--- config.mk ---
export PLATFORM = sky130hd
export DESIGN_NAME = lcd_hd44780_responder
export DESIGN_NICKNAME = d
export VERILOG_FILES = /design/src/rtl/lcd_pkg.sv /design/src/rtl/lcd_ddram.sv /design/src/rtl/lcd_hd44780_responder.sv
export SDC_FILE = /design/constraint.sdc
export NUM_CORES = 1
export LEC_CHECK = 0
export CAP_MARGIN = 20
export CORE_MARGIN = 4
export CORE_UTILIZATION = 45
export DETAILED_ROUTE_END_ITERATION = 16
export GPL_TIMING_DRIVEN = 0
export SKIP_LAST_GASP = 1
export SYNTH_ARGS = -nofsm -noshare
export SYNTH_HDL_FRONTEND = slang
export SYNTH_SLANG_ARGS = --single-unit
--- constraint.sdc ---
create_clock -name i_clk -period 2.2 [get_ports i_clk]
set_input_delay 0.44 -clock i_clk [delete_from_list [all_inputs] [get_ports i_clk]]
set_output_delay 0.44 -clock i_clk [all_outputs]
set_load 0.01 [all_outputs]
--- src/rtl/lcd_pkg.sv ---
// Shared types, opcode constants and address-counter helpers for the
// HD44780-compatible responder.
package lcd_pkg;

    typedef enum logic [1:0] {
        S_READY = 2'd0,
        S_BUSY  = 2'd1,
        S_CLEAR = 2'd2
    } lcd_state_e;

    typedef enum logic [3:0] {
        OP_NOP,
        OP_CLEAR,
        OP_HOME,
        OP_ENTRY,
        OP_DISPLAY,
        OP_SHIFT,
        OP_FUNC,
        OP_CGRAM,
        OP_DDRAM
    } lcd_op_e;

    localparam logic [7:0] FILL_CHAR = 8'h20;

    localparam logic [7:0] OP_DDRAM_MASK   = 8'h80, OP_DDRAM_MATCH   = 8'h80;
    localparam logic [7:0] OP_CGRAM_MASK   = 8'hC0, OP_CGRAM_MATCH   = 8'h40;
    localparam logic [7:0] OP_FUNC_MASK    = 8'hE0, OP_FUNC_MATCH    = 8'h20;
    localparam logic [7:0] OP_SHIFT_MASK   = 8'hF0, OP_SHIFT_MATCH   = 8'h10;
    localparam logic [7:0] OP_DISPLAY_MASK = 8'hF8, OP_DISPLAY_MATCH = 8'h08;
    localparam logic [7:0] OP_ENTRY_MASK   = 8'hFC, OP_ENTRY_MATCH   = 8'h04;
    localparam logic [7:0] OP_HOME_MASK    = 8'hFE, OP_HOME_MATCH    = 8'h02;
    localparam logic [7:0] OP_CLEAR_MASK   = 8'hFF, OP_CLEAR_MATCH   = 8'h01;

    // Priority follows the position of the leading one.
    function automatic lcd_op_e op_decode(input logic [7:0] d);
        if      ((d & OP_DDRAM_MASK)   == OP_DDRAM_MATCH)   return OP_DDRAM;
        else if ((d & OP_CGRAM_MASK)   == OP_CGRAM_MATCH)   return OP_CGRAM;
        else if ((d & OP_FUNC_MASK)    == OP_FUNC_MATCH)    return OP_FUNC;
        else if ((d & OP_SHIFT_MASK)   == OP_SHIFT_MATCH)   return OP_SHIFT;
        else if ((d & OP_DISPLAY_MASK) == OP_DISPLAY_MATCH) return OP_DISPLAY;
        else if ((d & OP_ENTRY_MASK)   == OP_ENTRY_MATCH)   return OP_ENTRY;
        else if ((d & OP_HOME_MASK)    == OP_HOME_MATCH)    return OP_HOME;
        else if ((d & OP_CLEAR_MASK)   == OP_CLEAR_MATCH)   return OP_CLEAR;
        else                                                return OP_NOP;
    endfunction

    function automatic logic [6:0] ac_inc(input logic [6:0] ac);
        if      (ac == 7'h27) return 7'h40;
        else if (ac == 7'h67) return 7'h00;
        else                  return ac + 7'd1;
    endfunction

    function automatic logic [6:0] ac_dec(input logic [6:0] ac);
        if      (ac == 7'h00) return 7'h67;
        else if (ac == 7'h40) return 7'h27;
        else                  return ac - 7'd1;
    endfunction

    function automatic logic [6:0] ac_step(input logic [6:0] ac, input logic up);
        return up ? ac_inc(ac) : ac_dec(ac);
    endfunction

    function automatic logic ac_mapped(input logic [6:0] ac);
        return (ac[6:4] == 3'b000) || (ac[6:4] == 3'b100);
    endfunction

    function automatic logic [4:0] ac_map(input logic [6:0] ac);
        return {ac[6], ac[3:0]};
    endfunction

endpackage

--- src/rtl/lcd_ddram.sv ---
// 32x8 DDRAM image: one write port, registered bus and debug read ports.
// Storage has no reset; only the read registers are reset.
module lcd_ddram (
    input  logic       i_clk,
    input  logic       i_rst_n,
    input  logic       i_we,
    input  logic [4:0] i_waddr,
    input  logic [7:0] i_wdata,
    input  logic [4:0] i_bus_addr,
    output logic [7:0] o_bus_data,
    input  logic [4:0] i_dbg_addr,
    output logic [7:0] o_dbg_data
);

    logic [7:0] mem_q [32];
    logic [7:0] bus_q;
    logic [7:0] dbg_q;

    always_ff @(posedge i_clk) begin
        if (i_we) begin
            mem_q[i_waddr] <= i_wdata;
        end
    end

    always_ff @(posedge i_clk) begin
        if (!i_rst_n) begin
            bus_q <= '0;
            dbg_q <= '0;
        end else begin
            bus_q <= mem_q[i_bus_addr];
            dbg_q <= mem_q[i_dbg_addr];
        end
    end

    assign o_bus_data = bus_q;
    assign o_dbg_data = dbg_q;

endmodule

--- src/rtl/lcd_hd44780_responder.sv ---
// HD44780-compatible display-side responder with busy emulation and debug port.
// Define LCD_RESP_INIT_CHECK_EN to enforce the 8-bit power-on init sequence.
module lcd_hd44780_responder
    import lcd_pkg::*;
#(
    parameter int BUSY_CYCLES      = 32,
    parameter int BUSY_LONG_CYCLES = 1312
) (
    input  logic       i_clk,
    input  logic       i_rst_n,
    input  logic       i_lcd_en,
    input  logic       i_lcd_rs,
    input  logic       i_lcd_rw,
    input  logic [7:0] i_lcd_data,
    output logic [7:0] o_lcd_data,
    output logic       o_lcd_data_oe,
    input  logic [4:0] i_dbg_idx,
    output logic [7:0] o_dbg_char,
    output logic       o_busy,
    output logic       o_display_on,
    output logic       o_init_done,
    output logic       o_proto_err
);

    localparam int CNT_MAX = (BUSY_LONG_CYCLES > BUSY_CYCLES) ? BUSY_LONG_CYCLES : BUSY_CYCLES;
    localparam int CNT_W   = $clog2(CNT_MAX + 1);
    localparam logic [CNT_W-1:0] SHORT_LOAD = CNT_W'(BUSY_CYCLES - 1);
    localparam logic [CNT_W-1:0] LONG_LOAD  = CNT_W'(BUSY_LONG_CYCLES - 1);

    lcd_state_e       state_q, state_d;
    logic [CNT_W-1:0] cnt_q, cnt_d;
    logic [4:0]       clr_idx_q, clr_idx_d;
    logic [6:0]       ac_q, ac_d;
    logic             id_q, id_d;
    logic             disp_q, disp_d;
    logic             init_q, init_d;
    logic             err_q, err_d;
    logic             en_q;
    logic             oe_q, rs_q, mapped_q;
    logic [7:0]       status_q;
`ifdef LCD_RESP_INIT_CHECK_EN
    logic [1:0]       fs_cnt_q, fs_cnt_d;
`endif

    logic       fall, wr_fall, rd_fall, wr_allowed;
    logic       mem_we;
    logic [4:0] mem_waddr;
    logic [7:0] mem_wdata, bus_rd;
    lcd_op_e    op;

    assign fall    = en_q & ~i_lcd_en;
    assign wr_fall = fall & ~i_lcd_rw;
    assign rd_fall = fall & i_lcd_rw;
    assign op      = op_decode(i_lcd_data);
    assign o_busy  = (state_q != S_READY);

`ifdef LCD_RESP_INIT_CHECK_EN
    assign wr_allowed = init_q | (~i_lcd_rs & (op == OP_FUNC));
`else
    assign wr_allowed = 1'b1;
`endif

    always_comb begin
        state_d   = state_q;
        cnt_d     = cnt_q;
        clr_idx_d = clr_idx_q;
        ac_d      = ac_q;
        id_d      = id_q;
        disp_d    = disp_q;
        init_d    = init_q;
        err_d     = err_q;
`ifdef LCD_RESP_INIT_CHECK_EN
        fs_cnt_d  = fs_cnt_q;
`endif
        mem_we    = 1'b0;
        mem_waddr = ac_map(ac_q);
        mem_wdata = i_lcd_data;

        unique case (state_q)
            S_BUSY: begin
                if (cnt_q == '0) state_d = S_READY;
                else             cnt_d   = cnt_q - 1'b1;
            end
            S_CLEAR: begin
                mem_we    = 1'b1;
                mem_waddr = clr_idx_q;
                mem_wdata = FILL_CHAR;
                clr_idx_d = clr_idx_q + 5'd1;
                if (clr_idx_q == 5'd31) begin
                    state_d = S_BUSY;
                    cnt_d   = LONG_LOAD;
                end
            end
            default: ;
        endcase

        if (rd_fall && i_lcd_rs) begin
            ac_d = ac_step(ac_q, id_q);
        end

        // Busy is judged on the current state, so an edge in the last busy cycle is rejected.
        if (wr_fall) begin
            if (state_q != S_READY || !wr_allowed) begin
                err_d = 1'b1;
            end else if (i_lcd_rs) begin
                mem_we  = ac_mapped(ac_q);
                ac_d    = ac_step(ac_q, id_q);
                state_d = S_BUSY;
                cnt_d   = SHORT_LOAD;
            end else begin
                state_d = S_BUSY;
                cnt_d   = SHORT_LOAD;
                case (op)
                    OP_DDRAM:   ac_d = i_lcd_data[6:0];
                    OP_CGRAM:   ;
                    OP_FUNC: begin
`ifdef LCD_RESP_INIT_CHECK_EN
                        if (!init_q) begin
                            if (fs_cnt_q == 2'd3) begin
                                if (i_lcd_data[4] && i_lcd_data[3]) init_d = 1'b1;
                            end else begin
                                fs_cnt_d = fs_cnt_q + 2'd1;
                            end
                        end
`else
                        init_d = 1'b1;
`endif
                    end
                    OP_SHIFT: begin
                        if (!i_lcd_data[3]) ac_d = ac_step(ac_q, i_lcd_data[2]);
                    end
                    OP_DISPLAY: disp_d = i_lcd_data[2];
                    OP_ENTRY:   id_d   = i_lcd_data[1];
                    OP_HOME: begin
                        ac_d  = '0;
                        cnt_d = LONG_LOAD;
                    end
                    OP_CLEAR: begin
                        ac_d      = '0;
                        id_d      = 1'b1;
                        state_d   = S_CLEAR;
                        clr_idx_d = '0;
                    end
                    default: state_d = S_READY;
                endcase
            end
        end
    end

    always_ff @(posedge i_clk) begin
        if (!i_rst_n) begin
            state_q   <= S_READY;
            cnt_q     <= '0;
            clr_idx_q <= '0;
            ac_q      <= '0;
            id_q      <= 1'b1;
            disp_q    <= 1'b0;
            init_q    <= 1'b0;
            err_q     <= 1'b0;
            en_q      <= 1'b0;
            oe_q      <= 1'b0;
            rs_q      <= 1'b0;
            mapped_q  <= 1'b0;
            status_q  <= '0;
`ifdef LCD_RESP_INIT_CHECK_EN
            fs_cnt_q  <= '0;
`endif
        end else begin
            state_q   <= state_d;
            cnt_q     <= cnt_d;
            clr_idx_q <= clr_idx_d;
            ac_q      <= ac_d;
            id_q      <= id_d;
            disp_q    <= disp_d;
            init_q    <= init_d;
            err_q     <= err_d;
            en_q      <= i_lcd_en;
            oe_q      <= i_lcd_en & i_lcd_rw;
            rs_q      <= i_lcd_rs;
            mapped_q  <= ac_mapped(ac_q);
            status_q  <= {o_busy, ac_q};
`ifdef LCD_RESP_INIT_CHECK_EN
            fs_cnt_q  <= fs_cnt_d;
`endif
        end
    end

    // Write enable is gated by reset so an in-flight clear stops without touching the next entry.
    lcd_ddram u_ddram (
        .i_clk      (i_clk),
        .i_rst_n    (i_rst_n),
        .i_we       (mem_we & i_rst_n),
        .i_waddr    (mem_waddr),
        .i_wdata    (mem_wdata),
        .i_bus_addr (ac_map(ac_q)),
        .o_bus_data (bus_rd),
        .i_dbg_addr (i_dbg_idx),
        .o_dbg_data (o_dbg_char)
    );

    assign o_lcd_data    = oe_q ? (rs_q ? (mapped_q ? bus_rd : FILL_CHAR) : status_q) : '0;
    assign o_lcd_data_oe = oe_q;
    assign o_display_on  = disp_q;
    assign o_init_done   = init_q;
    assign o_proto_err   = err_q;

endmodule

==> Yosys cells after proc, flatten, opt, wreduce, memory -nomap -nowiden <==
Memory sizes are Yosys's and may differ from the RTL's. A register that Yosys moved wholly into a read port is not among the register bits.
Index checks and enable logic that the tools add are counted.
{ "op_classes": {"n_reduce_logical": 15, "eq_ne": 22, "mux": 51, "bitwise_logic": 9, "n_addsub": 4} }
{ "ops": {"columns": ["cell", "n"], "rows": [
  ["$mux W7", 11],
  ["$mux W11", 6],
  ["$mux W8", 4],
  ["$mux W5", 6],
  ["$pmux W11 S2", 1],
  ["$pmux W7 S3", 1],
  ["$eq A4 B3 Y1 const B", 4],
  ["$eq A7 B7 Y1 const B", 2],
  ["$mux W2", 7],
  ["$mux W4", 3],
  ["$reduce_and A4 Y1", 3],
  ["$logic_not A11 Y1", 1],
  ["$sub A11 B1 Y11 const B", 1],
  ["$eq A4 B1 Y1 const B", 2],
  ["$eq A4 B2 Y1 const B", 2],
  ["$eq A8 B1 Y1 const B", 1],
  ["$pmux W2 S2", 2],
  ["$add A7 B1 Y7 const B", 1],
  ["$eq A7 B1 Y1 const B", 1],
  ["$eq A7 B6 Y1 const B", 1],
  ["$logic_not A7 Y1", 1],
  ["$mux W1", 7],
  ["$reduce_or A7 Y1", 1],
  ["$sub A7 B1 Y7 const B", 1],
  ["other kinds (20)", 31]
]} }
{ "totals": {"input_bits": 18, "wordCells": 115, "ramBits": 256, "mem_count": 1, "out_inout_bits": 21, "reg_bits": 41} }
{ "memory_table": {"columns": ["name", "words", "width", "read_ports", "rd_ports_with_merged_regs", "wr", "line", "source"], "rows": [
  ["u_ddram.mem_q", 32, 8, 2, 2, 1, "lcd_ddram.sv:15", "logic [7:0] mem_q [32];"]
]} }

==> Logic depth before layout (Yosys ltp) <==
Gate-level depths: netlist of the first run.
{ "depth": {"word_depth": 15, "ltp_mapped": 10, "mapped_depth_nobuf": 8} }

==> Cells and area by module <==
From an unflattened synthesis of the first run, not the netlist that was laid out.
{ "unflattened": {"cells_unflattened": 1027, "area_unflattened_um2": 15747.6} }
{ "modules_own_cells": {"columns": ["module", "instances", "area_each_um2", "seq_area_each_um2", "cells_per_inst"], "rows": [
  ["lcd_ddram", 1, 12673.4, 8007.7, 612],
  ["lcd_hd44780_responder", 1, 3074.2, 820.8, 415]
]} }

==> Worst setup path before layout of the first run <==
OpenSTA, ideal clock, no wires.
{ "synth_path": {"path_type": "register -> register", "start": "register state_q[0]", "end": "memory u_ddram.mem_q[23][0], enable pin", "setup_ns": 0.370, "setup_slack_ns": -0.171, "period_less_slack_ns": 2.371, "path_buffers": 1, "stages_incl_launch_ff": 10, "arrival_ns": 2.001, "required_time_ns": 1.830, "path_cell_list": "dfxtp_1 inv_1 ha_1 clkbuf_1 clkinv_1 a21oi_1 o21ai_0 nor2_1 nand2_1 nor2_1"} }
{ "synth_between": {"elab_chain_cells": 8, "elab_cells_between_ends": 10, "cone_classes": "eq/ne (1); mux (7); bitwise (1); reduce/logical (1)"} }
{ "synth_rtl": {"columns": ["element", "line", "source"], "rows": [
  ["from (decl)", "lcd_hd44780_responder.sv:30", "lcd_state_e state_q, state_d;"],
  ["from (signal assigned)", "lcd_hd44780_responder.sv:169", "state_q <= state_d;"],
  ["$eq A2 B2 Y1", "lcd_hd44780_responder.sv:79", "unique case (state_q)"],
  ["$mux W1", "lcd_hd44780_responder.sv:79", null],
  ["$mux W1", "lcd_hd44780_responder.sv:105", "end else if (i_lcd_rs) begin"],
  ["$mux W1", "lcd_hd44780_responder.sv:103", "if (state_q != S_READY || !wr_allowed) begin"],
  ["$mux W1", "lcd_hd44780_responder.sv:102", "if (wr_fall) begin"],
  ["$and A1 B1 Y1", "lcd_hd44780_responder.sv:192", ".i_we (mem_we & i_rst_n),"],
  ["$mux W1", "lcd_ddram.sv:20", "if (i_we) begin"],
  ["$mux W1 (implied by the code)", "lcd_ddram.sv:21", "mem_q[i_waddr] <= i_wdata;"],
  ["to (decl)", "lcd_ddram.sv:15", null]
]} }
Several ways; a longest one is shown, not always the timed one.

==> results of run 1 <==
[critical path: cells and delay by family (launching register included)]
family / cells / cell delay (ns)
buf+inv: 3 / 0.45
simple gates: 1 / 0.11
flops: 1 / 0.36
mux: 2 / 1.12
compound gates: 1 / 0.09
[layout by cell type, fill, tap and decap left out, types with 9 or more instances in the layout]
cell	n
nor2b_1	13
dlygate4sd2_1	10
clkbuf_1	18
nor2b_4	9
nand3_1	9
mux2i_1	18
mux4_2	160
edfxtp_1	256
buf_12	31
buf_2	11
and2_1	9
clkdlybuf4s50_1	20
o21ai_0	27
nor3_1	12
inv_1	11
buf_6	18
clkbuf_16	41
nor2_1	44
clkbuf_2	11
nand2_1	42
buf_4	40
nor2_4	33
a21oi_1	42
dfxtp_1	51
[logic make-up (layout without fill, tap and decap cells)]
family                     after synthesis  after routing  share of synthesized area (%)
xor gates and xnor gates                11             11                          0.631
muxes                                  182            182                           25.0
DFF                                    313            313                           57.8
adders and majority gates                8              8                          0.655
AOI/OAI and AO/OA                      138            138                           5.72
and+or+nand+nor                        240            244                           7.80
buffers and inverters                   81            255                           2.37
[power by group]
group	internal (mW)	switching, mW	leakage, nW	total, mW
logic	0.587	0.757	2.98	1.34
registers	6.44	0.0300	2.77	6.47
clock network	4.20	2.47	0.653	6.66
total	11.2	3.26	6.40	14.5
[sequential cells by signal, summed over array words and instances (netlist names), 2 cells and up]
signal	count
u_ddram.mem_q	256
cnt_q	11
status_q	8
u_ddram.o_bus_data	8
u_ddram.o_dbg_data	8
ac_q	7
clr_idx_q	5
state_q	2
[stage by stage]
stage | worst slack, ns | instances | setup TNS, ns | cell area [sq um] | power (mW)
after floorplan | -0.0812 | 973 | -18.39 | 15300 | 7.30
after global placement | -1.77 | 1453 | -560.85 | 16200 | 7.71
after detailed placement | -1.15 | 1459 | -417.66 | 16300 | 7.73
after CTS | -0.0784 | 1578 | -2.85 | 18900 | 14.4
after global routing | -0.188 | 1599 | -6.49 | 19400 | 14.9
final | -0.0842 | 1599 | -2.07 | 19400 | 14.5
[per-layer routing]
layer	share of wire (%)	wire length [microns]	global-route usage, %	vias to the layer above
met3	10	4900	5.30	98
li1	-	-	-	4273
met5	0.028	13	0	-
met1	39	18300	35.5	5274
met4	3.4	1580	6.91	2
met2	47	22000	39.1	601
[synth_stat cells (4+ instances only)]
master / n
edfxtp_1: 256
mux4_2: 160
nor2_1: 81
dfxtp_1: 57
nand2_1: 54
a21oi_1: 47
o21ai_0: 31
clkbuf_1: 27
nor2b_1: 22
buf_2: 19
mux2i_1: 19
inv_1: 15
nor3_1: 14
a31oi_1: 11
buf_1: 11
and2_1: 10
nand3_1: 9
ha_1: 8
o31ai_1: 8
xor2_1: 8
buf_4: 7
nand2b_1: 7
or3_1: 6
and3_1: 5
nand3b_1: 5
nand4_1: 4
nor3b_1: 4
o22ai_1: 4
[final cells by class]
cell class	count	area [sq um]	area share, %
plain buffers	63	484	2.49
repair buffers	109	1350	6.93
inverters	16	75.1	0.386
clock buffers	46	1000	5.15
clock inverters	21	332	1.71
flip-flops and latches	313	8840	45.5
well taps	448	561	2.88
multi-input cells	583	6800	35.0
[repair_timing]
| item | 4_1_cts | 5_1_grt |
|---|---|---|
| pin swaps | 36 | 29 |
| resized for setup | 181 | 67 |
| setup endpoints to repair | 557 | 389 |
| setup buffers | 52 | 15 |
| gates cloned | 2 | 6 |
[final timing paths]
kind                           endpoint  slack, ns  cells past startpoint
setup reg to reg  u_ddram.o_bus_data[1]      -0.08                      7
hold / removal              o_proto_err       0.47                      2
setup / recovery  u_ddram.o_bus_data[1]      -0.08                      7
hold reg to reg             o_proto_err       0.47                      2
==> impl_metrics.toml, run 1 <==
[synth]
synth_cells = 973
ys.flop_type = "edfxtp_1"
synthTopCellsByArea = "edfxtp_1 (50%), mux4_2 (24%), dfxtp_1 (7.5%), nor2_1 (2.0%), a21oi_1 (1.5%)"
synth_top_cell_by_area = "edfxtp_1"
ys_ff_latch = 313
ys_seq_area_share_pct = 57.8
post_synth.cell_area_avg_sq_um = 15.7
ys_types = 72
ys_async_sr_fraction_pct = 0
netlist_area_sq_mm = 0.0153
yosys_warnings = 0
synth_edf_count = 256
synth_fp_nets = 999
synth_top_area_share_pct = 50.3

[clock_network]
clock_sinks = 313
htreeDepth = 2
clkLatencyLatePin_ns = 0.53
cts_hold_buf = 0
ctsLongestPathBuffers = 3
clk_pin_slew_worst_paths_ns = 0.06
clockRootBuffer = "clkbuf_16"
cts_buffers = 37
cts_tree = "built"

[cells_and_area]
antenna_cells = 0
syn_to_final_growth_pct = 27.2
layout.nets = 1149
layout-drive-gt1-share_pct = 39.8
utilization_pct = 58.0
n_fill_cell = 2544

[sta]
period_needed_ns = 2.28
max_freq_mhz = 438
slew_violations = 0
fin_crit_sh_pct = 104
relSlewSlack_pct = 41.0
rsz0062_at_grt = "true"
whs_ns = 0.473
finalSetupViolations = 56
final.setup_skew_ns = 0.0218
hold_violations = 0
worst_slew_pin_slew_ns = 0.885
setup_ws_ns = -0.0842

[floorplanning]
fp.coreArea_sq_mm = 0.0335
ios = 39
die_x_microns = 192
start_util_pct = 45.6
die_h_microns = 192
rows = 67
die_area_sq_mm = 0.0370

[critical_path]
end_kind = "register"
critPathKind = "register to register"
arrival_ns = 2.67
crit_required_ns = 2.58
max_stage_delay_ns = 0.57
critical-path-slowest-cell = "mux4_2"
startpoint_type = "register"
path_cells = "buf_12, buf_4, buf_12, mux4_2, mux4_2, nand2_1, a21oi_1"
path_max_fanout = 5
startpoint = "ac_q[0]"
r2r-start = "ac_q[0]"

[detailed_routing]
vias_per_cell = 6.41
drt_iter0_markers = 1336
wl_per_cell_microns = 29.2
dr.pass1.iters = 5
ant_nets = 0
wirelength_microns = 46700
vias = 10248
drc = 0

[run_status]
violations = "setup timing"
status = "complete, but fails checks"

[placement]
routabilityCongestion = 0.934
hpwl_microns = 30500
numPortBuffers = 32

[pwr]
leakage_nw = 6.40
ir_drop_mv = 0.664
p_per_area_mw_per_mm2 = 745

[run]
cap_violations = 0

[grt]
antenna_found_initial = 1
grt_max_degree = 33
grt_overflow_total = 0
grt_pass1_wl_microns = 66600
grtUsageTotal_pct = 24.9
grt_pass1_vias = 9962

[min_path]
min-delay-path-class = "register to register"
hold_start = "o_proto_err"
Power figures use the tool's default switching activity.
==> run 2, diff against run 1 <==
Settings changed: PLACE_DENSITY_LB_ADDON set to 0.12.
==> run 2 against run 1 <==
  * The run still ends with setup timing left
  * Clock-buffer cell count is 2 lower
  * Wire length down 4.1%
  * Hold slack worse by 0.0096 ns
  * Utilization fell by 1.1 points
  * Worst setup slack better by 0.014 ns
  * Combinational power is 5% lower
==> impl_metrics.toml, run 2 (synthesized netlist as in run 1, its figures left out) <==
[cells_and_area]
layout.nets = 1137
utilization_pct = 56.9
syn_to_final_growth_pct = 24.9
layout_common_cells = "edfxtp_1 (256), mux4_2 (160), dfxtp_1 (50)"
largest_reg_flops = 256
reg_top3 = "u_ddram.mem_q: 256 flops, cnt_q: 11 flops"
layout-drive-gt1-share_pct = 38.4
fin_cells = 1585
final_common_cell = "edfxtp_1"
largest_register = "u_ddram.mem_q"
n_fill_cell = 2611
antenna_cells = 0
multi_input_comb_area_sq_mm = 0.00671
seq_area_sq_mm = 0.00884

[min_path]
min-delay-path-class = "primary input to register"
min_path_cells = 3

[critical_path]
crit_required_ns = 2.58
critPathKind = "register to register"
end_kind = "register"
arrival_ns = 2.65
startpoint_type = "register"
critical-path-slowest-cell = "mux4_2"
max_stage_delay_ns = 0.57
path_max_fanout = 5
cp_common_cell = "mux4_2"
r2r_cells = 7
path_cells = "buf_8, buf_6, buf_12, mux4_2, mux4_2, nand2_1, a21oi_1"
r2r_slack_ns = -0.07

[run]
cap_violations = 0

[pwr]
p_per_area_mw_per_mm2 = 700
leakage_nw = 6.18
ir_drop_mv = 0.529

[sta]
slew_violations = 0
hold_violations = 0
fin_crit_sh_pct = 103
fin_setup_tns_ns = -0.421
relSlewSlack_pct = 40.8
worst_slew_pin_slew_ns = 0.887
final.setup_skew_ns = 0.0214
finalSetupViolations = 10
max_freq_mhz = 441
rsz0062_at_grt = "true"
period_needed_ns = 2.27
setup_ws_ns = -0.0701

[clock_network]
clk_pin_slew_worst_paths_ns = 0.06
cts_hold_buf = 0
cts_tree = "built"
cts_buffers = 35
clockRootBuffer = "clkbuf_16"
ctsLongestPathBuffers = 3
clock_sinks = 313
htreeDepth = 2
clkLatencyLatePin_ns = 0.55

[floorplanning]
die_x_microns = 192
die_h_microns = 192
rows = 67
die_area_sq_mm = 0.0370
ios = 39
start_util_pct = 45.6
fp.coreArea_sq_mm = 0.0335

[detailed_routing]
vias_per_cell = 6.33
wl_per_cell_microns = 28.3
drc = 0
wirelength_microns = 44800
ant_nets = 0
drt_iter0_markers = 962
vias = 10038
dr.pass1.iters = 5

[grt]
grt_pass1_wl_microns = 66000
grt_max_degree = 33
antenna_found_initial = 0
grt_overflow_total = 0
grt_pass1_vias = 9908
grtUsageTotal_pct = 24.3

[placement]
routabilityCongestion = 0.901
dp.cells = 1462
numPortBuffers = 32
hpwl_microns = 30800

[run_status]
status = "complete, but fails checks"
violations = "setup timing"
## run 2: final timing paths
| check | to | from |
|---|---|---|
| max reg2reg | u_ddram.o_bus_data[2] | ac_q[0] |
| max | u_ddram.o_bus_data[2] | ac_q[0] |
| min reg2reg | o_proto_err | o_proto_err |
| min | ac_q[3] | i_lcd_data[3] |
## run 2: layout make-up
class                      instances  share of cell area, %
clock buffer                      44                   4.87
buffer                            62                   2.37
sequential                       313                   46.3
tap                              448                   2.94
timing repair buffer             104                   7.09
clock inverter                    19                  0.794
multi-input combinational        579                   35.2
inverter                          16                  0.413
## run 2: through the flow
step,hold WS (ns),instance area (sq um),setup WS (ns),power [mW]
after floorplan,0.463,15300,-0.0812,7.30
after global placement,0.456,16200,-1.48,7.68
after detailed placement,0.466,16400,-1.01,7.72
after CTS,0.458,18700,-0.164,13.4
after global routing,0.492,19100,-0.151,13.8
final,0.463,19100,-0.0701,13.3
## run 2: timing repair
item,CTS,global route
pin swaps,42,18
resized for setup,174,56
cloned,0,1
setup buffers,47,15
endpoints found under the setup margin,520,415
## run 2: report_power, final
group          internal (mW)  total [mW]  switching, mW
clock network           3.16        5.60           2.44
logic                  0.562        1.27          0.713
registers               6.44        6.47         0.0299
## run 2: metal layers
layer  global-route usage (%)  share of wire [%]  vias up
li1                         -                  -     4235
met2                     38.3                 47      490
met5                        0                  0        -
met1                     34.8                 41     5211
met4                     8.83                4.1        0
met3                     3.65                7.9      102
## run 2: worst max-delay path: cells and delay by family (launching register included)
family | cells | cell delay (ns)
DFF | 1 | 0.35
AOI/OAI and AO/OA | 1 | 0.07
and+or+nand+nor | 1 | 0.11
buffers and inverters | 3 | 0.43
muxes | 2 | 1.13
